File: src/rtl/pixel_stream_if.sv
// pixel_stream_if: AXI-Stream style pixel bus between the generator and its sink.
//   tdata  : 32-bit pixel word {8'h00, r, g, b}
//   tvalid : beat valid (master -> slave)
//   tready : sink ready (slave -> master)
//   tuser  : start of frame, set on pixel (0,0) only
//   tlast  : end of line, set on the last pixel of each line
interface pixel_stream_if;
    logic [31:0] tdata;
    logic        tvalid;
    logic        tready;
    logic        tuser;
    logic        tlast;

    modport master (output tdata, tvalid, tuser, tlast, input tready);
    modport slave  (input tdata, tvalid, tuser, tlast, output tready);
endinterface

File: src/rtl/pixel_stream_gen.sv
// pixel_stream_gen: raster scan generator that walks x,y over an H_RES x V_RES frame,
// samples the combinational colour stage for the current x,y and streams the pixels
// out with AXI-Stream handshaking, one pixel per clock when the sink is ready.
// Ports:
//   clk        : single clock, rising edge
//   rst_n      : asynchronous active-low reset
//   en         : frame enable, only looked at when no frame is in progress
//   x, y       : current pixel column / row presented to the colour stage
//   r, g, b    : colour for the current x,y (combinational from the colour stage)
//   m          : pixel stream master (tdata, tvalid, tready, tuser, tlast)
//   frame_done : one-cycle pulse after the last pixel of a frame is loaded
//   frame_cnt  : completed-frame counter, present only with FRAME_COUNTER_EN defined
module pixel_stream_gen #(
    parameter int H_RES = 640,
    parameter int V_RES = 480
) (
    input  logic        clk,
    input  logic        rst_n,
    input  logic        en,
    output logic [9:0]  x,
    output logic [9:0]  y,
    input  logic [7:0]  r,
    input  logic [7:0]  g,
    input  logic [7:0]  b,
    pixel_stream_if.master m,
`ifdef FRAME_COUNTER_EN
    output logic [15:0] frame_cnt,
`endif
    output logic        frame_done
);
    logic frame_active;
    logic load;
    logic x_end;
    logic y_end;
    logic origin;

    assign x_end  = x == 10'(H_RES - 1);
    assign y_end  = y == 10'(V_RES - 1);
    assign origin = x == 10'd0 && y == 10'd0;
    // The output register can take a new pixel when it is empty or being drained;
    // en only matters between frames since frame_active keeps a started frame going.
    assign load   = (!m.tvalid || m.tready) && (frame_active || en);

    always_ff @(posedge clk or negedge rst_n) begin
        if (!rst_n) begin
            x            <= '0;
            y            <= '0;
            m.tdata      <= '0;
            m.tvalid     <= 1'b0;
            m.tuser      <= 1'b0;
            m.tlast      <= 1'b0;
            frame_done   <= 1'b0;
            frame_active <= 1'b0;
        end else begin
            frame_done <= load && x_end && y_end;
            if (load) begin
                m.tdata  <= {8'h00, r, g, b};
                m.tvalid <= 1'b1;
                m.tuser  <= origin;
                m.tlast  <= x_end;
                x        <= x_end ? 10'd0 : x + 10'd1;
                if (x_end)
                    y <= y_end ? 10'd0 : y + 10'd1;
                // The last pixel clears the frame so the next (0,0) load re-samples en,
                // which still lets a held-high en start the next frame back to back.
                if (x_end && y_end)
                    frame_active <= 1'b0;
                else if (origin)
                    frame_active <= 1'b1;
            end else if (m.tready) begin
                m.tvalid <= 1'b0;
            end
        end
    end

`ifdef FRAME_COUNTER_EN
    always_ff @(posedge clk or negedge rst_n) begin
        if (!rst_n)
            frame_cnt <= '0;
        else if (frame_done)
            frame_cnt <= frame_cnt + 16'd1;
    end
`endif
endmodule

File: src/flat_wrapper.sv
// flat-port wrapper written by rule: the top's interface ports become plain ports
module pixel_stream_gen_flat 
#(
    parameter int H_RES = 640,
    parameter int V_RES = 480
)
  (clk, rst_n, en, x, y, r, g, b, frame_done, m_tdata, m_tvalid, m_tuser, m_tlast, m_tready);
  pixel_stream_if m_i ();
  input  logic clk;
  input  logic rst_n;
  input  logic en;
  output logic [9:0] x;
  output logic [9:0] y;
  input  logic [7:0] r;
  input  logic [7:0] g;
  input  logic [7:0] b;
  output logic frame_done;
  output wire logic [$bits(m_i.tdata)-1:0] m_tdata;
  output wire logic [$bits(m_i.tvalid)-1:0] m_tvalid;
  output wire logic [$bits(m_i.tuser)-1:0] m_tuser;
  output wire logic [$bits(m_i.tlast)-1:0] m_tlast;
  input wire logic [$bits(m_i.tready)-1:0] m_tready;
  assign m_tdata = m_i.tdata;
  assign m_tvalid = m_i.tvalid;
  assign m_tuser = m_i.tuser;
  assign m_tlast = m_i.tlast;
  assign m_i.tready = m_tready;
  pixel_stream_gen #(.H_RES(H_RES), .V_RES(V_RES)) u_core (.clk(clk), .rst_n(rst_n), .en(en), .x(x), .y(y), .r(r), .g(g), .b(b), .m(m_i), .frame_done(frame_done));
endmodule
File: config.mk
export PLATFORM = sky130hd
export DESIGN_NAME = pixel_stream_gen_flat
export DESIGN_NICKNAME = d
export VERILOG_FILES = /design/src/rtl/pixel_stream_if.sv /design/src/rtl/pixel_stream_gen.sv /design/src/flat_wrapper.sv
export SDC_FILE = /design/constraint.sdc
export NUM_CORES = 1
export LEC_CHECK = 0
export CAP_MARGIN = 5
export CORE_MARGIN = 8
export CORE_UTILIZATION = 40
export DETAILED_ROUTE_END_ITERATION = 8
export HOLD_SLACK_MARGIN = 0.1
export PLACE_DENSITY = 0.74
export SYNTH_ARGS = -nofsm -noshare
export SYNTH_HDL_FRONTEND = slang
export SYNTH_SLANG_ARGS = --single-unit
File: constraint.sdc
create_clock -name clk -period 1.83 [get_ports clk]
set_input_delay 0.183 -clock clk [delete_from_list [all_inputs] [get_ports clk]]
set_output_delay 0.183 -clock clk [all_outputs]
set_load 0.03 [all_outputs]
* Yosys cells after proc, flatten, opt, wreduce, memory -nomap -nowiden
Cells that the tools add are included.
** Operators by class
- Multiplexer cells :: 6
- Equality and inequality tests :: 2
- Reduce and logical (&&, ||, !) cells :: 14
- Add/subtract/negate cells :: 2
** Operators by type and width (count)
- $add 10x1->10 const B :: 2
- $logic_not 10->1 :: 2
- $mux 10 :: 2
- $eq 10x10->1 const B :: 1
- $eq 10x9->1 const B :: 1
- $logic_and 1x1->1 :: 5
- $mux 1 :: 4
- $reduce_and 2->1 :: 2
- $reduce_bool 2->1 :: 2
- $logic_or 1x1->1 :: 2
- $logic_not 1->1 :: 1
** Storage, ports and cells
- Register bits after elaboration :: 49
- Bits of input ports :: 28
- Word-level logic and storage cells :: 32
- Output and inout port bits :: 56

* Longest topological paths before layout
Gate-level depths: netlist of run 1.
- Word-level depth :: 5
- Gate-level depth with buffers :: 6
- Gate-level depth less buffers :: 5

* Worst setup path before layout of run 1
Ideal clock, no wire load.
- Path kind :: reg-to-reg
- Start point :: register u_core.x[0]
- End point :: register u_core.y[5]
- Buffers on the path :: 1
- Slack :: -215 ps
- Data arrival time :: 1918 ps
- Library setup time :: 128 ps
- Data required time :: 1702 ps
- Cell stages (with the launch flop) :: 7
- Cell sequence :: dfrtp_1 -> ha_1 -> nand3_2 -> or3_1 -> buf_6 -> nor4_2 -> mux2_1
** On the way
- Longest elaborated chain between the ends :: 2
** RTL lines
- start, declared :: line pixel_stream_gen.sv:20 : output logic [9:0] x,
- start signal, assigned :: line pixel_stream_gen.sv:61 : x <= x_end ? 10'd0 : x + 10'd1;
- $eq 10x10->1 :: line pixel_stream_gen.sv:37 : assign x_end = x == 10'(H_RES - 1);
- $reduce_and 2->1 (no source line)
- end signal, assigned :: line pixel_stream_gen.sv:63 : y <= y_end ? 10'd0 : y + 10'd1;
- end, declared :: line pixel_stream_gen.sv:21 : output logic [9:0] y,
Every way passes these cells.
A chain may end at the register's enable or synchronous reset.

* Final worst setup path of run 1
- Start point :: register u_core.y[2]
- End point :: output port y[2]
** RTL lines
- end, declared :: line flat_wrapper.sv:13 : output logic [9:0] y;
No word-level cell between the ends.

==> results.json, run 1 <==
{
  "status": "finished clean",
  "ys_top_cells_by_count": "nand2_1, dfrtp_1, nand3_1, nor2_1, and3_1",
  "synth_xor_area_share_pct": 3.10,
  "synth.area.mux_share_pct": 1.83,
  "crit_required_ps": 1650,
  "cts_root_buf": "clkbuf_8",
  "crit_type": "reg2out",
  "min_path_type": "in2async",
  "pwr-share-comb_pct": 34.5,
  "slowest_delay_ps": 740,
  "setup_viol": 0,
  "path_buf_inv": 1,
  "grt_antenna_before_repair": 0,
  "async_reset_ff_share_pct": 100,
  "grt_max_degree": 27,
  "yosysSeqAreaShare_pct": 54.3,
  "routabilityCongestion": 0.863,
  "slowest_stage": "clkdlybuf4s50_1",
  "synth_compound_area_share_pct": 6.70,
  "multiInputGateArea_um2": 970,
  "drive_gt1_share_pct": 11.8,
  "netlist_area_um2": 2260,
  "hold_viol_final": 0,
  "dieWidth_um": 91.2,
  "maxSlewViolCount": 0,
  "synth_top_family_by_area": "simple AND/OR/NAND/NOR gates",
  "grt_usage_pct": 15.6,
  "ant_nets": 0,
  "tns_ps": 0,
  "p_int_w": 0.00212,
  "rsz0062_at_grt": "false",
  "grt_overflow": 0,
  "seq_power_share_pct": 41.3,
  "die_area_um2": 8310,
  "period_needed_ps": 1740,
  "ir_worst_vdd_mv": 0.632,
  "boundaryPins": 84,
  "timing.fmax_mhz": 574,
  "synth.area.top_cells": "dfrtp_1, nand2_1, buf_4, and3_1, nand3_1",
  "clock_skew_ps": 10.6,
  "synth_top_cell_by_area": "dfrtp_1",
  "cts_buffer_depth": 2,
  "num-nets-final": 369,
  "n_antenna_cell": 0,
  "leakage_nw": 1.58,
  "grt_pass1_wl_um": 10800,
  "core_um2": 5470,
  "netlist.area_leader.share_pct": 54.3,
  "grt_pass1_vias": 2196,
  "yosysMostFrequentCell": "nand2_1",
  "final_util_pct": 61.4,
  "setup_ws_ps": 88.4,
  "wl_per_cell_um": 15.4,
  "avgSynthCellArea_um2": 9.42,
  "end_kind": "output pin",
  "crit_path_start_kind": "register",
  "clkSlewWorstSetupHoldPaths_ps": 90,
  "synth_simple_gate_area_share_pct": 26.4,
  "drt_iter0_drc": 209,
  "drc": 0,
  "drt_wl_total_um": 6320,
  "filler_cell_count": 499,
  "switching_share_pct": 34.3,
  "register_area_um2": 1230,
  "crit_family": "buffers and inverters",
  "critPathArrivalTime_ps": 1560,
  "dp_slack_ps": -84.8,
  "synth.distinct_cells": 38,
  "port_buffers": 75,
  "synth_top_flop_cell": "dfrtp_1",
  "synth_cells": 240,
  "cts_sinks": 49,
  "ys_ff_latch": 49,
  "switchingPower_w": 0.00111,
  "pwr-share-clk_pct": 24.1,
  "htreeDepth": 2,
  "synth-edff-count": 0,
  "syn_to_final_growth_pct": 48.7,
  "start_util_pct": 41.3,
  "die-height_um": 91.2,
  "crit_fanout": 8,
  "vias": 2025,
  "dp_hpwl_um": 4790,
  "cts_tree": "done",
  "period_share_pct": 95.2,
  "clock_latency_ps": 310,
  "yosysWarnings": 0,
  "cts_buffers": 5,
  "synth_adder_area_share_pct": 2.21,
  "maxCapViolCount": 0,
  "powerDensity_nw_per_um2": 963,
  "viasPerCell": 4.94,
  "rows": 27,
  "dr.pass1.iters": 4,
  "crit_chain": "clkdlybuf4s50_1"
}
==> path summary, 6_finish.rpt <==
kind / startpoint / endpoint / slack [ps] / cells past startpoint
max in group asynchronous: rst_n / u_core.x[1] / 940 / 3
setup reg to reg: u_core.x[6] / u_core.y[6] / 110 / 5
setup / recovery: u_core.y[2] / y[2] / 90 / 1
hold / removal: rst_n / u_core.m.tdata[4] / 370 / 2
hold reg to reg: u_core.m.tdata[0] / u_core.m.tdata[0] / 480 / 2
min in group clk: r[0] / u_core.m.tdata[16] / 390 / 3
==> layer usage <==
metal / up-vias / part of all wire [%] / GRT usage (%)
met5: - / 0 / 0
met4: 0 / 2.0 / 5.46
met3: 10 / 6.0 / 3.95
met2: 63 / 50 / 26.6
met1: 966 / 42 / 18.6
li1: 986 / - / -
==> timing repair <==
item                                    4_1_cts  5_1_grt
endpoints found under the hold margin        18        0
endpoints found under the setup margin        0       11
setup buffers                                 0        2
gates resized for setup                       0        3
hold buffers                                  1        0
==> sequential cells by signal, summed over array words and instances, names as in the netlist <==
register,flops
u_core.m.tdata,24
u_core.x,10
u_core.y,10
u_core.frame_active,1
u_core.frame_done,1
u_core.m.tlast,1
u_core.m.tuser,1
u_core.m.tvalid,1
==> cells by family (layout without fill, tap and decap cells) <==
family,count (synthesis),after routing
muxes,4,4
other,1,8
AOI/OAI and AO/OA,21,21
DFF,49,49
buffers and inverters,22,113
adders and majority gates,4,4
xor gates and xnor gates,8,8
and+or+nand+nor,131,131
==> power by group through the flow <==
stage | logic, W | clock network, W | registers [W]
after floorplan | 0.000261 | 0 | 0.00167
after global placement | 0.00108 | 0 | 0.00136
after detailed placement | 0.00109 | 0 | 0.00136
after CTS | 0.00110 | 0.000794 | 0.00135
after global routing | 0.00122 | 0.000832 | 0.00136
final | 0.00112 | 0.000780 | 0.00134
==> layout make-up <==
| class | count | share of cell area, % |
|---|---|---|
| Clock buffer | 6 | 2.16 |
| Clock inverter | 2 | 1.15 |
| Inverter | 7 | 0.782 |
| Multi-Input combinational cell | 176 | 28.9 |
| Sequential cell | 49 | 36.6 |
| Tap cell | 72 | 2.68 |
| Timing Repair Buffer | 98 | 27.8 |
==> layout by cell type (no fill, tap or decap), types with 2 or more instances in the layout <==
| cell type | synthesis | layout |
|---|---|---|
| ha_1 | 4 | 3 |
| nand2_1 | 77 | 77 |
| clkbuf_8 | 0 | 5 |
| o31ai_1 | 2 | 2 |
| mux2i_1 | 3 | 3 |
| nand3_1 | 11 | 11 |
| a32o_1 | 3 | 3 |
| nor2_2 | 1 | 2 |
| dfrtp_1 | 49 | 47 |
| and3_1 | 9 | 9 |
| conb_1 | 1 | 8 |
| xor2_1 | 4 | 4 |
| clkdlybuf4s50_1 | 0 | 74 |
| o21ai_0 | 6 | 5 |
| xnor2_1 | 4 | 4 |
| nand4_1 | 6 | 6 |
| nor3_1 | 4 | 4 |
| nor4_1 | 5 | 4 |
| nor2_1 | 11 | 10 |
| inv_1 | 7 | 7 |
| a211o_1 | 2 | 2 |
| dfrtp_2 | 0 | 2 |
| buf_4 | 8 | 21 |
| nor4_2 | 1 | 2 |
==> worst reg2reg max path, cell delays in order, from the launching register on <==
cell and delay [ps]:
dfrtp_1 430, and3_1 260, nand3_1 250, buf_4 240, nor2_2 250, a32oi_1 160
==> metrics by stage <==
step / hold WS [ps] / power [W] / area (um2) / cells
floorplan: -113 / 0.00193 / 2300 / 247
global placement: 171 / 0.00244 / 3210 / 399
detailed placement: 171 / 0.00245 / 3210 / 399
CTS: 374 / 0.00324 / 3330 / 408
global route: 393 / 0.00341 / 3360 / 410
finish: 368 / 0.00323 / 3360 / 410
Note: power is estimated with default switching activity, not from simulation.
==> run 2, diff against run 1 <==
--- a/config.mk
+++ b/config.mk
@@ -9,6 +9,7 @@
 export CORE_MARGIN = 8
 export CORE_UTILIZATION = 40
 export DETAILED_ROUTE_END_ITERATION = 8
+export GPL_ROUTABILITY_DRIVEN = 1
 export HOLD_SLACK_MARGIN = 0.1
 export PLACE_DENSITY = 0.74
 export SYNTH_ARGS = -nofsm -noshare
==> results of run 2 <==
Same layout as run 1: the final DEF is identical, and so are final timing and power.
==> run 3, diff against run 2 <==
--- a/config.mk
+++ b/config.mk
@@ -7,11 +7,11 @@
 export LEC_CHECK = 0
 export CAP_MARGIN = 5
 export CORE_MARGIN = 8
-export CORE_UTILIZATION = 40
+export CORE_UTILIZATION = 25
 export DETAILED_ROUTE_END_ITERATION = 8
 export GPL_ROUTABILITY_DRIVEN = 1
 export HOLD_SLACK_MARGIN = 0.1
-export PLACE_DENSITY = 0.74
+export PLACE_DENSITY = 0.5
 export SYNTH_ARGS = -nofsm -noshare
 export SYNTH_HDL_FRONTEND = slang
 export SYNTH_SLANG_ARGS = --single-unit
==> run 3 against run 2 <==
  * Hold slack improved by 20 ps
  * Clock power rose by 2.7%
  * Maximum frequency rose by 0.54%
  * Sequential power barely moved
  * Worst setup slack improved by 9.3 ps
  * Wire length rose by 4.2%
  * Critical endpoint is now u_core.y[5]
  * Largest power group unchanged
==> results.json, run 3 (synthesis gave the netlist of run 1 again) <==
{
  "status": "finished clean",
  "core_um2": 8760,
  "ant_nets": 0,
  "routabilityCongestion": 0.815,
  "boundaryPins": 84,
  "total_power_w": 0.00325,
  "setup_viol": 0,
  "powerDensity_nw_per_um2": 953,
  "n_antenna_cell": 0,
  "vias": 1979,
  "grt_overflow": 0,
  "num-nets-final": 371,
  "final_util_pct": 38.9,
  "grt_antenna_before_repair": 0,
  "leakage_nw": 1.60,
  "drive_gt1_share_pct": 12.6,
  "min_path_type": "in2async",
  "rows": 34,
  "crit_path_start_kind": "register",
  "crit_fanout": 7,
  "crit_required_ps": 2020,
  "cts_root_buf": "clkbuf_8",
  "cts_buffer_depth": 2,
  "die_area_um2": 12300,
  "cts_tree": "done",
  "period_needed_ps": 1730,
  "ir_worst_vdd_mv": 0.637,
  "regMostFlops": "u_core.m.tdata",
  "htreeDepth": 2,
  "dp_hpwl_um": 5030,
  "clkSlewWorstSetupHoldPaths_ps": 100,
  "grt_pass1_vias": 2144,
  "drc": 0,
  "largest_reg_flops": 24,
  "start_util_pct": 25.8,
  "end_kind": "register",
  "timing.fmax_mhz": 577,
  "grt_max_degree": 31,
  "hold_viol_final": 0,
  "clock_latency_ps": 300,
  "post_cts_buffers": 0,
  "rsz0062_at_grt": "false",
  "filler_cell_count": 903,
  "critPathArrivalTime_ps": 1920,
  "dieWidth_um": 111,
  "grt_pass1_wl_um": 11100,
  "viasPerCell": 4.42,
  "wl_per_cell_um": 14.7,
  "maxCapViolCount": 0,
  "drt_iter0_drc": 139,
  "drt_wl_total_um": 6580,
  "dr.pass1.iters": 4,
  "cts_sinks": 49,
  "cts_buffers": 5,
  "final_cell_mix": "nand2_1, clkdlybuf4s50_1, dfrtp_1",
  "period_share_pct": 94.7,
  "port_buffers": 75,
  "crit_type": "reg2reg",
  "final_common_cell": "nand2_1",
  "reg_top3": "u_core.m.tdata (24), u_core.x (10), u_core.y (10)",
  "grt_usage_pct": 10.8,
  "maxSlewViolCount": 0,
  "multiInputGateArea_um2": 970,
  "clock_skew_ps": 4.04,
  "register_area_um2": 1230,
  "syn_to_final_growth_pct": 51.1,
  "die-height_um": 111
}
[run 3: cell type report]
class	count	share of cell area, %
sequential	49	36.0
multi-input combinational	176	28.4
timing repair buffer	100	27.5
tap	108	3.96
clock buffer	5	2.02
clock inverter	3	1.36
inverter	7	0.770
[run 3: timing repair]
| action | 4_1_cts | 5_1_grt |
|---|---|---|
| hold endpoints to repair | 49 | 0 |
| resized for setup | 1 | 2 |
| setup endpoints to repair | 1 | 2 |
| hold buffers | 1 | 0 |
| pin swaps | 0 | 0 |
[run 3: final timing paths]
path	end	depth (start not counted)	slack (ps)	from
max	u_core.y[5]	5	100	u_core.x[0]
min	u_core.m.tdata[9]	3	390	rst_n
max reg2reg	u_core.y[5]	5	100	u_core.x[0]
min reg2reg	u_core.m.tdata[7]	2	480	u_core.m.tdata[7]
max in group asynchronous	u_core.x[1]	3	1070	rst_n
min in group clk	u_core.m.tdata[10]	3	400	g[2]
[run 3: worst max-delay path, cell delays in order, from the launching register on]
cell and delay, ps:
dfrtp_2 430, ha_4 150, nand3_2 90, or3_4 440
nor4_2 170, mux2_1 350
[run 3: through the flow]
stage	instance area (um2)	std cells	TNS (ps)	setup slack [ps]	hold WS (ps)
after floorplan	2300	247	-1.39	-1.39	-113
after global placement	3270	439	-96.2	-63.7	176
after detailed placement	3270	439	-133	-95.2	177
after CTS	3400	448	0	33.4	383
after global routing	3410	448	0	8.93	396
final	3410	448	0	97.7	388
[run 3: routing by layer]
| metal | global-route usage [%] | routed length [um] |
|---|---|---|
| met1 | 13.3 | 3050 |
| met2 | 17.0 | 2920 |
| met3 | 4.92 | 582 |
| met4 | 2.40 | 24 |
| met5 | 0 | 0 |
[run 3: report_power, final]
group | internal [W] | switching [W]
clock | 0.000410 | 0.000391
combinational | 0.000469 | 0.000633
sequential | 0.00123 | 0.000123
total | 0.00211 | 0.00115
==> RTL edit (config.mk and constraints of run 3) <==
`V_RES` is set to 480 in 2 places; all go to 256.
--- a/src/rtl/pixel_stream_gen.sv
+++ b/src/rtl/pixel_stream_gen.sv
@@ -14,3 +14,3 @@
     parameter int H_RES = 640,
-    parameter int V_RES = 480
+    parameter int V_RES = 256
 ) (
--- a/src/flat_wrapper.sv
+++ b/src/flat_wrapper.sv
@@ -4,3 +4,3 @@
     parameter int H_RES = 640,
-    parameter int V_RES = 480
+    parameter int V_RES = 256
 )
Behaviour: same outputs for any inputs over 10 cycles, from zero or initial values and one cycle with rst_n low; that may be too few to reach the edited logic, so the function may still have changed.
==> RTL edit against run 3 <==
  * Routed wire length is 4.9% lower
  * Power is 0.28% higher
  * Sequential share of layout area is 0.44 points higher
  * Synthesized area is 0.50% lower
  * Maximum frequency is 4.2% higher
  * Sequential cell count stayed put
  * Clock skew is 0.0054 ns higher
  * Cell count is 2.0% lower
  * Design area is 1.3% lower
  * Setup slack better by 0.070 ns
  * Largest power group unchanged
==> RTL edit: results (changes against run 3) <==
stage;metric;value;unit;change
final_layout;final net count;362;;was 371
final_layout;Multi-In Gates;172;;was 176
final_layout;fill count;884;;was 903
global_route;M2 GR Usage;16.77;%;was 16.97%
final_layout;share of layout cells above drive strength 1;10.88;%;was 12.65%
pwr;Leakage Power;1.586;nW;was 1.599 nW
drt;WL final;6260;µm;was 6584 µm
final_layout;Non-clock buffers;96;;was 100
drt;WL met1;2756;µm;was 3053 µm
drt;metal3 WL;489;µm;was 582 µm
yosys;Synth area leaders;dfrtp_1, nand2_1, nand3_1;;was dfrtp_1, nand2_1, buf_4
drt;drt initial violations;48;;was 139
clock_network;TritonCTS Buffers;5;;unchanged
setup_path;CP arrival;1.85;ns;was 1.92 ns
final_layout;multi-input combinational area share;27.79;%;was 28.41%
pwr;worst vdd ir;0.3521;mV;was 0.6370 mV
placement;gpl congestion;0.7573;;was 0.8153
yosys;sequential area share after synthesis;54.54;%;was 54.26%
setup_path;crit-path max FO;5;;was 7
placement;post-DP HPWL;4713;µm;was 5031 µm
yosys;synth cell count leaders;nand2_1, dfrtp_1, nand3_1;;was nand2_1, dfrtp_1, nand3_1, nor2_1, and3_1
setup_path;critical path's slowest cell;dfrtp_1;;was or3_4
final_layout;Seq. cell area;1227;µm²;was 1229 µm²
global_route;wire length of the first global-routing pass;10490;µm;was 11100 µm
drt;via count;1898;;was 1979
final_layout;clock network area share;3.455;%;was 3.372%
yosys;synthesized area per cell;9.568;µm²;was 9.415 µm²
yosys;Most used DFF post-synth;dfrtp_1;;unchanged
global_route;largest net degree at the start of global routing;38;;was 31
global_route;GRT met3 Usage;4.329;%;was 4.924%
global_route;number of global-route vias before repair;2028;;was 2144
global_route;initial antenna violation count;0;;unchanged
final_layout;inverter count;6;;was 7
final_layout;Non-clock buffering overhead;27.64;%;was 27.49%
clock_network;CTS max path bufs;2;;unchanged
drt;met2 wire length;2986;µm;was 2923 µm
setup_path;Largest delay share family, worst path;simple AND/OR/NAND/NOR gates;;unchanged
placement;pre-CTS setup slack;-0.03663;ns;was -0.09518 ns
status;outcome;completed;;unchanged
placement;Port Buffers;75;;unchanged
final_layout;clkbuf count;7;;was 5
yosys;library cells used by synthesis;39;;was 38
drt;drt wl/cell;14.26;µm;was 14.70 µm
setup_path;crit-path max cell delay;0.44;ns;about the same
placement;placed insts;430;;was 439
global_route;M1 GR Usage;11.96;%;was 13.25%
timing;Clock Skew;0.009397;ns;was 0.004039 ns
global_route;Global Route Usage Sum;10.17;%;was 10.82%
==> RTL edit: what timing repair did <==
| item | in CTS | in global routing |
|---|---|---|
| resized for setup | 0 | 1 |
| endpoints found under the setup margin | 0 | 2 |
| setup buffers | 0 | 0 |
| endpoints found under the hold margin | 12 | 0 |
| hold buffers | 1 | 0 |
==> RTL edit: per-stage QoR <==
step | power, mW | instance area (µm²)
6_report | 3.262 | 3368
5_1_grt | 3.472 | 3368
4_1_cts | 3.318 | 3363
3_5_place_dp | 2.494 | 3237
3_3_place_gp | 2.488 | 3237
2_1_floorplan | 1.925 | 2276
==> RTL edit: kinds of logic (layout without fill, tap and decap cells) <==
family | after synthesis | in the layout | share of synthesized area [%]
flops | 49 | 49 | 54.54
xor+xnor | 9 | 9 | 3.506
fa+ha+maj | 4 | 4 | 2.226
other cells | 1 | 8 | 0.1668
buf+inv | 21 | 110 | 5.509
simple gates | 128 | 128 | 26.77
compound gates | 19 | 19 | 5.398
mux | 4 | 4 | 1.892
==> RTL edit: worst paths after layout <==
kind | startpoint | end | slack (ns) | depth (start not counted)
setup reg to reg | u_core.y[7] | u_core.y[5] | 0.17 | 4
min in group clk | r[3] | u_core.m.tdata[19] | 0.41 | 3
setup / recovery | u_core.y[7] | u_core.y[5] | 0.17 | 4
hold / removal | rst_n | u_core.x[8] | 0.31 | 2
hold reg to reg | u_core.m.tdata[21] | u_core.m.tdata[21] | 0.48 | 2
max in group asynchronous | rst_n | u_core.m.tdata[3] | 1.00 | 3
==> RTL edit: power breakdown <==
| group | internal [mW] | switching, mW | leakage, nW |
|---|---|---|---|
| Sequential | 1.22 | 0.0816 | 0.612 |
| Clock | 0.446 | 0.361 | 0.0585 |
| Combinational | 0.504 | 0.644 | 0.915 |
